===== src/rtl/board_score_counter.sv =====
// rtl/board_score_counter.sv - snapshot-and-scan white/black/empty piece counter
// Scans LANES cells per cycle from a board snapshot and publishes all results together.
module board_score_counter #(
    parameter int                N_CELLS    = 64,
    parameter int                CELL_W     = 3,
    parameter logic [CELL_W-1:0] WHITE_CODE = 3'b110,
    parameter logic [CELL_W-1:0] BLACK_CODE = 3'b111,
    parameter int                LANES      = 1,
    localparam int               SCORE_W    = $clog2(N_CELLS + 1),
    localparam int               STEPS      = N_CELLS / LANES
) (
    input  logic                        clk,
    input  logic                        resetn,
    input  logic                        init,
    input  logic                        start,
    input  logic [N_CELLS*CELL_W-1:0]   curr_board,
    output logic                        busy,
    output logic                        count_done,
    output logic [SCORE_W-1:0]          score_white,
    output logic [SCORE_W-1:0]          score_black,
    output logic [SCORE_W-1:0]          score_empty,
    output logic [1:0]                  leader,
    output logic                        all_filled,
    output logic                        wiped
);

    localparam logic [SCORE_W-1:0] ONE        = SCORE_W'(1);
    localparam logic [SCORE_W-1:0] LANES_W    = SCORE_W'(LANES);
    localparam logic [SCORE_W-1:0] LAST_IDX   = SCORE_W'((STEPS - 1) * LANES);
    localparam logic [SCORE_W-1:0] N_CELLS_W  = SCORE_W'(N_CELLS);
    localparam logic [SCORE_W-1:0] OPEN_COUNT = SCORE_W'(2);
    localparam logic [SCORE_W-1:0] OPEN_EMPTY = SCORE_W'(N_CELLS - 4);

    typedef enum logic [1:0] {
        S_IDLE,
        S_SCAN,
        S_PUBLISH
    } state_t;

    state_t                      r_state;
    state_t                      w_next;
    logic                        w_accept;
    logic [N_CELLS*CELL_W-1:0]   r_snap;
    logic [SCORE_W-1:0]          r_idx;
    logic [SCORE_W-1:0]          r_acc_w;
    logic [SCORE_W-1:0]          r_acc_b;
    logic [SCORE_W-1:0]          w_hit_w;
    logic [SCORE_W-1:0]          w_hit_b;
    logic [SCORE_W-1:0]          w_empty;
    logic [1:0]                  w_leader;

    always_ff @(posedge clk or posedge resetn) begin
        if (resetn) begin
            r_state <= S_IDLE;
        end else begin
            r_state <= w_next;
        end
    end

    always_comb begin
        w_next   = r_state;
        w_accept = 1'b0;
        case (r_state)
            S_IDLE: begin
                if (start) begin
                    w_next   = S_SCAN;
                    w_accept = 1'b1;
                end
            end
            S_SCAN: begin
                if (r_idx == LAST_IDX) begin
                    w_next = S_PUBLISH;
                end
            end
            S_PUBLISH: w_next = S_IDLE;
            default:   w_next = S_IDLE;
        endcase
        if (init) begin
            w_next   = S_IDLE;
            w_accept = 1'b0;
        end
    end

    // The snapshot shifts down each scan cycle, so its low LANES cells are always cells idx..idx+LANES-1.
    always_comb begin
        w_hit_w = '0;
        w_hit_b = '0;
        for (int l = 0; l < LANES; l++) begin
            if (r_snap[l*CELL_W +: CELL_W] == WHITE_CODE) begin
                w_hit_w = w_hit_w + ONE;
            end
            if (r_snap[l*CELL_W +: CELL_W] == BLACK_CODE) begin
                w_hit_b = w_hit_b + ONE;
            end
        end
    end

    always_ff @(posedge clk or posedge resetn) begin
        if (resetn) begin
            r_snap  <= '0;
            r_idx   <= '0;
            r_acc_w <= '0;
            r_acc_b <= '0;
        end else if (w_accept) begin
            r_snap  <= curr_board;
            r_idx   <= '0;
            r_acc_w <= '0;
            r_acc_b <= '0;
        end else if (r_state == S_SCAN && !init) begin
            r_snap  <= r_snap >> (LANES * CELL_W);
            r_idx   <= r_idx + LANES_W;
            r_acc_w <= r_acc_w + w_hit_w;
            r_acc_b <= r_acc_b + w_hit_b;
        end
    end

    assign w_empty = N_CELLS_W - r_acc_w - r_acc_b;

    always_comb begin
        w_leader = 2'b00;
        if (r_acc_w > r_acc_b) begin
            w_leader = 2'b01;
        end else if (r_acc_b > r_acc_w) begin
            w_leader = 2'b10;
        end
    end

    always_ff @(posedge clk or posedge resetn) begin
        if (resetn) begin
            count_done  <= 1'b0;
            score_white <= OPEN_COUNT;
            score_black <= OPEN_COUNT;
            score_empty <= OPEN_EMPTY;
            leader      <= 2'b00;
            all_filled  <= 1'b0;
            wiped       <= 1'b0;
        end else if (init) begin
            count_done  <= 1'b0;
            score_white <= OPEN_COUNT;
            score_black <= OPEN_COUNT;
            score_empty <= OPEN_EMPTY;
            leader      <= 2'b00;
            all_filled  <= 1'b0;
            wiped       <= 1'b0;
        end else if (r_state == S_PUBLISH) begin
            count_done  <= 1'b1;
            score_white <= r_acc_w;
            score_black <= r_acc_b;
            score_empty <= w_empty;
            leader      <= w_leader;
            all_filled  <= (w_empty == '0);
            // One colour gone implies the other is present, so the board cannot be empty here.
            wiped       <= (r_acc_w == '0) ^ (r_acc_b == '0);
        end else begin
            count_done  <= 1'b0;
        end
    end

    assign busy = (r_state == S_SCAN);

endmodule


===== config.mk =====
export PLATFORM = sky130hd
export DESIGN_NAME = board_score_counter
export DESIGN_NICKNAME = d
export VERILOG_FILES = /design/src/rtl/board_score_counter.sv
export SDC_FILE = /design/constraint.sdc
export NUM_CORES = 1
export LEC_CHECK = 0
export CAP_MARGIN = 20
export CORE_ASPECT_RATIO = 0.75
export CORE_MARGIN = 2
export CORE_UTILIZATION = 50
export CTS_BUF_LIST = sky130_fd_sc_hd__clkbuf_16
export DETAILED_ROUTE_END_ITERATION = 10
export PLACE_DENSITY = 0.9
export SKIP_CTS_REPAIR_TIMING = 1
export SYNTH_ARGS = -nofsm -noshare
export SYNTH_HDL_FRONTEND = slang
export SYNTH_SLANG_ARGS = --single-unit

===== constraint.sdc =====
create_clock -name clk -period 10.95 [get_ports clk]
set_input_delay 2.19 -clock clk [delete_from_list [all_inputs] [get_ports clk]]
set_output_delay 2.19 -clock clk [all_outputs]
set_load 0.05 [all_outputs]

## Yosys cells after proc, flatten, opt, wreduce, memory -nomap -nowiden

Index checks and enable logic that the tools add are counted.

- Add/subtract/negate cells: 5
- Order comparisons: 2
- Equal/unequal tests: 7
- Muxes and demuxes: 33
- Bitwise operators: 1
- Reductions and logical operators: 9

Operators by type and width:

| operator | count |
|---|---|
| 192-bit 2-to-1 mux | 2 |
| 7-bit 2-to-1 mux | 12 |
| 7-bit zero test | 3 |
| 7-bit adder | 2 |
| 7-bit > comparator | 2 |
| 2-bit 2-to-1 mux | 7 |
| 1-bit 2-to-1 mux | 11 |
| 7-bit by 1-bit adder with 7-bit output (second input constant) | 1 |
| 7-bit by 6-bit equality test with 1-bit output (second input constant) | 1 |
| 7-bit subtractor | 1 |
| 7-bit subtractor (first input constant) | 1 |
| 3-bit equality test (second input constant) | 2 |
| 2-bit one-hot mux with 2 select lines | 1 |
| 2-bit nonzero test | 2 |
| 3-bit by 2-bit inequality test with 1-bit output (second input constant) | 1 |
| 3-bit inequality test (second input constant) | 1 |
| 2-bit by 1-bit equality test with 1-bit output (second input constant) | 1 |
| 2-bit equality test (second input constant) | 1 |
| 2-bit zero test | 1 |
| 2-bit AND reduction | 1 |
| 1-bit logical AND | 1 |
| 1-bit zero test | 1 |
| 1-bit bitwise XOR | 1 |

- Register bits after elaboration: 241
- Input bits: 196
- Output and inout bits: 27
- Word-level logic and storage cells: 69

## Depth between registers and ports, before layout

- Word-level depth: 5
- Mapped depth: 10
- Depth with buffers taken out: 10

## Worst setup path before layout

No wires, ideal clock.

- Path type: input port to flip-flop
- Start point: input init
- End point: register r_acc_b[5]
- Library setup time: 0.121 ns
- Arrival time: 3.178 ns
- Data required time: 10.829 ns
- Path slack: 7.651 ns
- Stages on the path: 6
- Path buffers: 1
- Cell sequence: nor3b_1 -> buf_2 -> nand4_1 -> or3_1 -> xnor2_1 -> nor2_1

- Word-level cells in the longest chain between the ends: 3
- Elaborated cells between the ends (all ways): 5
- Classes of those cells: mux: 2; reduce/logical: 3

RTL lines:

| what | line | source |
|---|---|---|
| start, declared | 14 | `input logic init,` |
| 1-bit zero test | 109 | `end else if (r_state == S_SCAN && !init) begin` |
| 1-bit logical AND | 109 |  |
| 2-bit nonzero test (no line) | -- |  |
| end signal, assigned | 113 | `r_acc_b <= r_acc_b + w_hit_b;` |
| end, declared | 46 | `logic [SCORE_W-1:0] r_acc_b;` |

Several ways; a longest one is shown, not always the timed one.
A chain may end at the register's enable or synchronous reset.

## Worst setup path in the final report

- Start point: input init
- End point: register r_snap[85]

- Word-level cells in the longest chain between the ends: 3
- Elaborated cells between the ends (all ways): 5
- Classes of those cells: mux: 2; reduce/logical: 3

RTL lines:

| what | line | source |
|---|---|---|
| 1-bit zero test | 109 |  |
| 1-bit logical AND | 109 |  |
| 2-bit nonzero test (no line) | -- |  |
| end signal, assigned | 105 | `r_snap <= curr_board;` |
| end signal, assigned | 110 | `r_snap <= r_snap >> (LANES * CELL_W);` |
| end, declared | 43 | `logic [N_CELLS*CELL_W-1:0] r_snap;` |

Several ways; a longest one is shown, not always the timed one.

==> results.txt <==
----------------------------------------------------
[Floorplanning]
  Placement row count ... 45
  Num ports ... 223
  Height of the die ... 130 µm
  Initial standard-cell utilization of the core ... 51.4%
  Core ar. ... 20400 µm²
  Die extent in x ... 171 µm
  Floorplan die area ... 22200 µm²

[Critical path]
  Kind of end point of the critical path ... flip-flop
  Maximum fanout along the worst path ... 96
  Arrival time worst endpoint ... 4.81 ns
  Sequence of cells on the critical path ... clkdlybuf4s50_1 -> nor4b_4 -> nor2_4 -> buf_4 -> nand2_1 -> nand2_1
  Data required time at the worst endpoint ... 11.38 ns
  Crit-path max cell delay ... 0.86 ns
  Critical-path cell with the highest stage delay ... buf_4
  Critical path class ... primary input to flip-flop
  Kind of launch point of the worst setup path ... primary input
  Worst path most repeated cell ... nand2_1

[Global route]
  Gr usage total ... 22.8%
  Remaining global-route overflow ... 0
  Wire length of the first global-routing pass ... 40900 µm
  Maximum number of pins on one net before global-route repair ... 209
  Initial antenna violation count ... 0
  Via count of the first global-routing pass ... 8187

[Yosys]
  Mapped cell area ... 10500 µm²
  Number of flops mapped to enable cells by yosys ... 0
  Sequential cell area fraction in the yosys report ... 57.5%
  Mapped Nets ... 1289
  Avg Cell Area, Syn ... 9.82 µm²
  Largest area contributor in the netlist ... dfrtp_1
  Library cells used by synthesis ... 44
  Synth area leaders ... dfrtp_1 56%, nand2_1 14%, a22oi_1 14%
  Area share of the leading cell type in the synthesized netlist ... 56.0%
  Seq cells post-synth ... 241
  Cells after Synth ... 1069
  Main flop type after synthesis ... dfrtp_1
  Synth warn ... 0
  Fraction of registers with async set or reset after synthesis ... 100%

[Route]
  Iteration-0 DRC Markers ... 828
  DRC violation count after routing ... 0
  Antenna-violating nets left ... 0
  Count of vias placed by the detailed router ... 8514
  Wirelength, routed ... 25600 µm
  Average routed wire per standard cell ... 16.5 µm
  Via-to-Cell Ratio ... 5.48
  Pre-antenna DRT Iters ... 6

[Pwr]
  Clock network fraction of design power ... 33.2%
  Combinational Power Share ... 16.6%
  Sw frac ... 27.6%
  PwrDens ... 174 nW/µm²
  Leakage power summed over all cells ... 6.48 nW
  Sw power ... 0.654 mW
  Worst vdd ir ... 0.107 mV
  Cell internal pwr ... 1.72 mW
  Sequential cell fraction of total power ... 50.2%

[Worst hold path]
  HP Class ... flip-flop to flip-flop

[STA]
  Setup repair after global routing missed its margin ... no
  Worst relative slew slack ... 35.6%
  Final clock period utilization by the worst path ... 40.0%
  Clock Skews ... 0.0119 ns
  Achievable frequency ... 0.228 GHz
  Final hold violation count ... 0
  Final sum of negative setup slack ... 0 ns
  Time the worst path needs with I/O delays and setup ... 4.38 ns
  Number of setup violations in the final report ... 0
  Number of pins with negative max-slew slack in the final report ... 0
  Hold slack final ... 0.475 ns
  Slew of the pin with the lowest slew margin ... 0.966 ns

[Placement]
  Routability-driven placement congestion ratio ... 0.833
  Count of buffers inserted at the top-level ports ... 222
  Placed wire-length estimate after detailed placement ... 16700 µm

[Clock network]
  Root Buffer Master ... clkbuf_16
  H-tree depth ... 1
  Buffer depth of the longest clock path ... 3
  Clk sinks ... 241
  Clock transition at path regs ... 0.06 ns
  Skew-Pair Late Insertion Delay ... 0.50 ns
  TritonCTS clock tree ... yes
  Number of buffers created by CTS ... 24

[Cells and area]
  Leading cell type in the layout, fill and taps excluded ... nand2_1
  Number of nets in the layout ... 1473
  Ratio of cells with drive above 1 in the final layout ... 3.93%
  Syn-to-layout area delta ... 29.5%
  Layout fillers ... 1537
  Top library cells by usage in the layout, fill and taps aside ... 399 x nand2_1, 235 x dfrtp_1, 222 x clkdlybuf4s50_1

[Job]
  Max-cap violations ... 0

[Status]
  Status ... finished clean

----------------------------------------------------
[final cells by class]
class	instances	area (µm²)	share of cell area (%)
inverters	21	98.8	0.727
repair buffers	229	2300	16.9
multi-input cells	736	4060	29.8
clock inverters	19	130	0.956
diodes	1	2.50	0.0184
clock buffers	25	626	4.60
flip-flops and latches	241	6040	44.4
well taps	282	353	2.59
[routing by layer]
metal | wire, µm | share of wire (%) | global-route usage [%] | up-vias
li1 | - | - | - | 4043
met1 | 11400 | 44 | 32.3 | 4166
met2 | 12000 | 47 | 36.0 | 256
met3 | 1580 | 6.2 | 4.76 | 49
met4 | 697 | 2.7 | 6.13 | 0
met5 | 0 | 0 | 0 | -
[power by group through the flow]
stage / clock network, mW / registers, mW / logic (mW)
after floorplan: 0 / 1.17 / 0.263
after global placement: 0 / 1.19 / 0.371
after detailed placement: 0 / 1.20 / 0.395
after CTS: 0.803 / 1.19 / 0.398
after global routing: 0.842 / 1.21 / 0.450
final: 0.787 / 1.19 / 0.393
[metrics by stage]
step / instances / utilization, % / power (mW) / cell area [µm²] / setup slack [ns]
floorplan: 1069 / - / 1.44 / 10500 / 2.15
global placement: 1509 / 62.9 / 1.56 / 12800 / 6.09
detailed placement: 1509 / 62.9 / 1.60 / 12800 / 6.04
CTS: 1553 / 66.6 / 2.39 / 13600 / 6.56
global route: 1553 / 66.6 / 2.50 / 13600 / 6.33
finish: 1554 / 66.6 / 2.37 / 13600 / 6.57
[synthesized netlist by cell type (2+ instances only)]
master,instances
nand3_1,4
nor2_1,22
a21oi_1,8
a22o_1,13
nand4_1,7
buf_1,3
a22oi_1,189
xor2_1,9
inv_1,20
nand2_1,399
nand2b_1,3
a21o_1,2
nor3b_1,2
o22a_1,3
dfrtp_1,235
buf_2,45
ha_1,23
nor4_1,3
and3_1,2
and4_1,2
clkbuf_1,21
o21ai_0,15
or3_1,3
dfstp_2,6
xnor2_1,10
nor2b_1,2
[sequential cells by signal, indices dropped and copies added (netlist names)]
register	count
all_filled	1
count_done	1
leader	2
r_acc_b	7
r_acc_w	7
r_idx	7
r_snap	192
r_state	2
score_black	7
score_empty	7
score_white	7
wiped	1
[path summary, 6_finish.rpt]
path,cells past startpoint,to,startpoint,slack [ns]
max reg2reg,5,r_snap[85],r_state[0],8.35
min reg2reg,2,r_snap[3],r_snap[3],0.47
min,2,r_snap[3],r_snap[3],0.47
min in group asynchronous,2,r_snap[56],resetn,2.25
max,6,r_snap[85],init,6.57
max in group asynchronous,3,r_snap[107],resetn,7.34
[cells by family after synthesis]
logic type	after synthesis	synth area share [%]
buffers and inverters	92	4.05
xor gates and xnor gates	19	1.58
DFF	241	57.5
adders and majority gates	24	2.93
and+or+nand+nor	455	17.2
AOI/OAI and AO/OA	237	16.6
muxes	1	0.107
[critical path, delay by kind of cell]
kind	cells	cell delay, ns
buffers and inverters	2	1.45
AND/OR/NAND/NOR	4	1.09
Power figures use the tool's default switching activity.
==> edit (same settings) <==
`N_CELLS`: 64 -> 128.
--- a/src/rtl/board_score_counter.sv
+++ b/src/rtl/board_score_counter.sv
@@ -1,7 +1,7 @@
 // rtl/board_score_counter.sv - snapshot-and-scan white/black/empty piece counter
 // Scans LANES cells per cycle from a board snapshot and publishes all results together.
 module board_score_counter #(
-    parameter int                N_CELLS    = 64,
+    parameter int                N_CELLS    = 128,
     parameter int                CELL_W     = 3,
     parameter logic [CELL_W-1:0] WHITE_CODE = 3'b110,
     parameter logic [CELL_W-1:0] BLACK_CODE = 3'b111,
Ports: changed (resized curr_board, score_black, score_empty and score_white); port bits go from 223 to 418. No check against the original RTL was run, so the function may have changed too.
==> edit against the original RTL <==
Routed wire length increased by 99%. Worst setup slack got worse by 0.54 ns. Sequential cell count increased by 198. Design area increased by 85%. Critical endpoint is now r_snap[313]. Combinational power increased by 100%. Global-route usage increased by 2.0 points. Via count increased by 84%. Utilization decreased by 0.81 points. Area after synthesis increased by 85%. Total power increased by 88%.
==> edit: results (changes against the original RTL) <==
Status -> completed (unchanged)
Initial drt markers -> 1461 (was 828)
Min-delay src -> r_snap[154] (was r_snap[3])
Largest register FFs -> 384 (was 192)
Buffers on Ports -> 417 (was 222)
Fill cells -> 2832 (was 1537)
Worst Clk Skew -> 0.0100 ns (was 0.0119 ns)
Largest net degree at the start of global routing -> 249 (was 209)
Vias in the first global route -> 15800 (was 8187)
Total Nets Final -> 2691 (was 1473)
Detailed route wirelength on metal2 -> 24.4 mm (was 12.0 mm)
Hold EP -> r_snap[154] (was r_snap[3])
Highest metal used -> met5 (was met4)
Final GP Congestion -> 0.869 (was 0.833)
Routed met3 length -> 3.37 mm (was 1.58 mm)
DRT met1 WL -> 21.2 mm (was 11.4 mm)
HPWL after DPL -> 33.7 mm (was 16.7 mm)
Static Leak -> 11.1 nW (was 6.48 nW)
FF-to-FF setup slack -> 7.77 ns (was 8.35 ns)
Clock Latency Late Sink -> 0.53 ns (was 0.50 ns)
Crit path max fanout -> 248 (was 96)
Arr. time, crit path -> 5.28 ns (was 4.81 ns)
Synth top area cells -> dfrtp_1 (56%), nand2_1 (12%), mux2i_1 (9.3%) (was dfrtp_1 (56%), nand2_1 (14%), a22oi_1 (14%))
Synth cell count leaders -> nand2_1 (606), dfrtp_1 (432), a22oi_1 (201), o21ai_0 (201), mux2i_1 (180) (was nand2_1 (399), dfrtp_1 (235), a22oi_1 (189), buf_2 (45), ha_1 (23))
Worst VDD drop -> 0.137 mV (was 0.107 mV)
edit: final cells by class:
type / count / share of cell area [%]
antenna: 3 / 0.0298
clock buffer: 45 / 4.47
clock inverter: 32 / 0.750
inverter: 22 / 0.348
multi-input combinational: 1338 / 30.9
sequential: 439 / 43.6
tap: 512 / 2.54
timing repair buffer: 431 / 17.3
edit: per-layer routing:
| layer | global-route usage [%] | vias up |
|---|---|---|
| li1 | - | 7350 |
| met1 | 32.6 | 7697 |
| met2 | 40.3 | 484 |
| met3 | 5.25 | 128 |
| met4 | 9.51 | 4 |
| met5 | 0 | - |
edit: how the worst max path moves through the flow:
stage	startpoint	to
after floorplan	resetn	all_filled
after global placement	init	r_snap[316]
after detailed placement	init	r_snap[319]
after CTS	init	r_snap[313]
after global routing	init	r_snap[342]
final	init	r_snap[313]
edit: critical path: stages:
cell and delay [ns]:
clkdlybuf4s50_1 0.54, nor4b_4 0.41, buf_12 0.67, buf_4 0.89
o21ai_0 0.27
edit: kinds of logic (layout without fill, tap and decap cells):
family	count (synthesis)	count (layout)	share of synthesized area, %
other	0	3	0
DFF	439	439	56.5
and+or+nand+nor	670	670	13.5
AOI/OAI and AO/OA	438	438	14.4
muxes	180	180	9.25
adders and majority gates	27	27	1.77
buffers and inverters	158	530	3.58
xor gates and xnor gates	23	23	1.03
edit: where the power goes:
group | switching [mW] | internal (mW)
clock | 0.624 | 0.788
sequential | 0.243 | 2.01
combinational | 0.408 | 0.388
edit: through the flow:
| step | cells | hold slack [ns] |
|---|---|---|
| after detailed placement | 2741 | 0.463 |
| final | 2822 | 0.477 |
| after floorplan | 1935 | 0.446 |
| after global placement | 2741 | 0.457 |
| after CTS | 2818 | 0.478 |
| after global routing | 2822 | 0.500 |
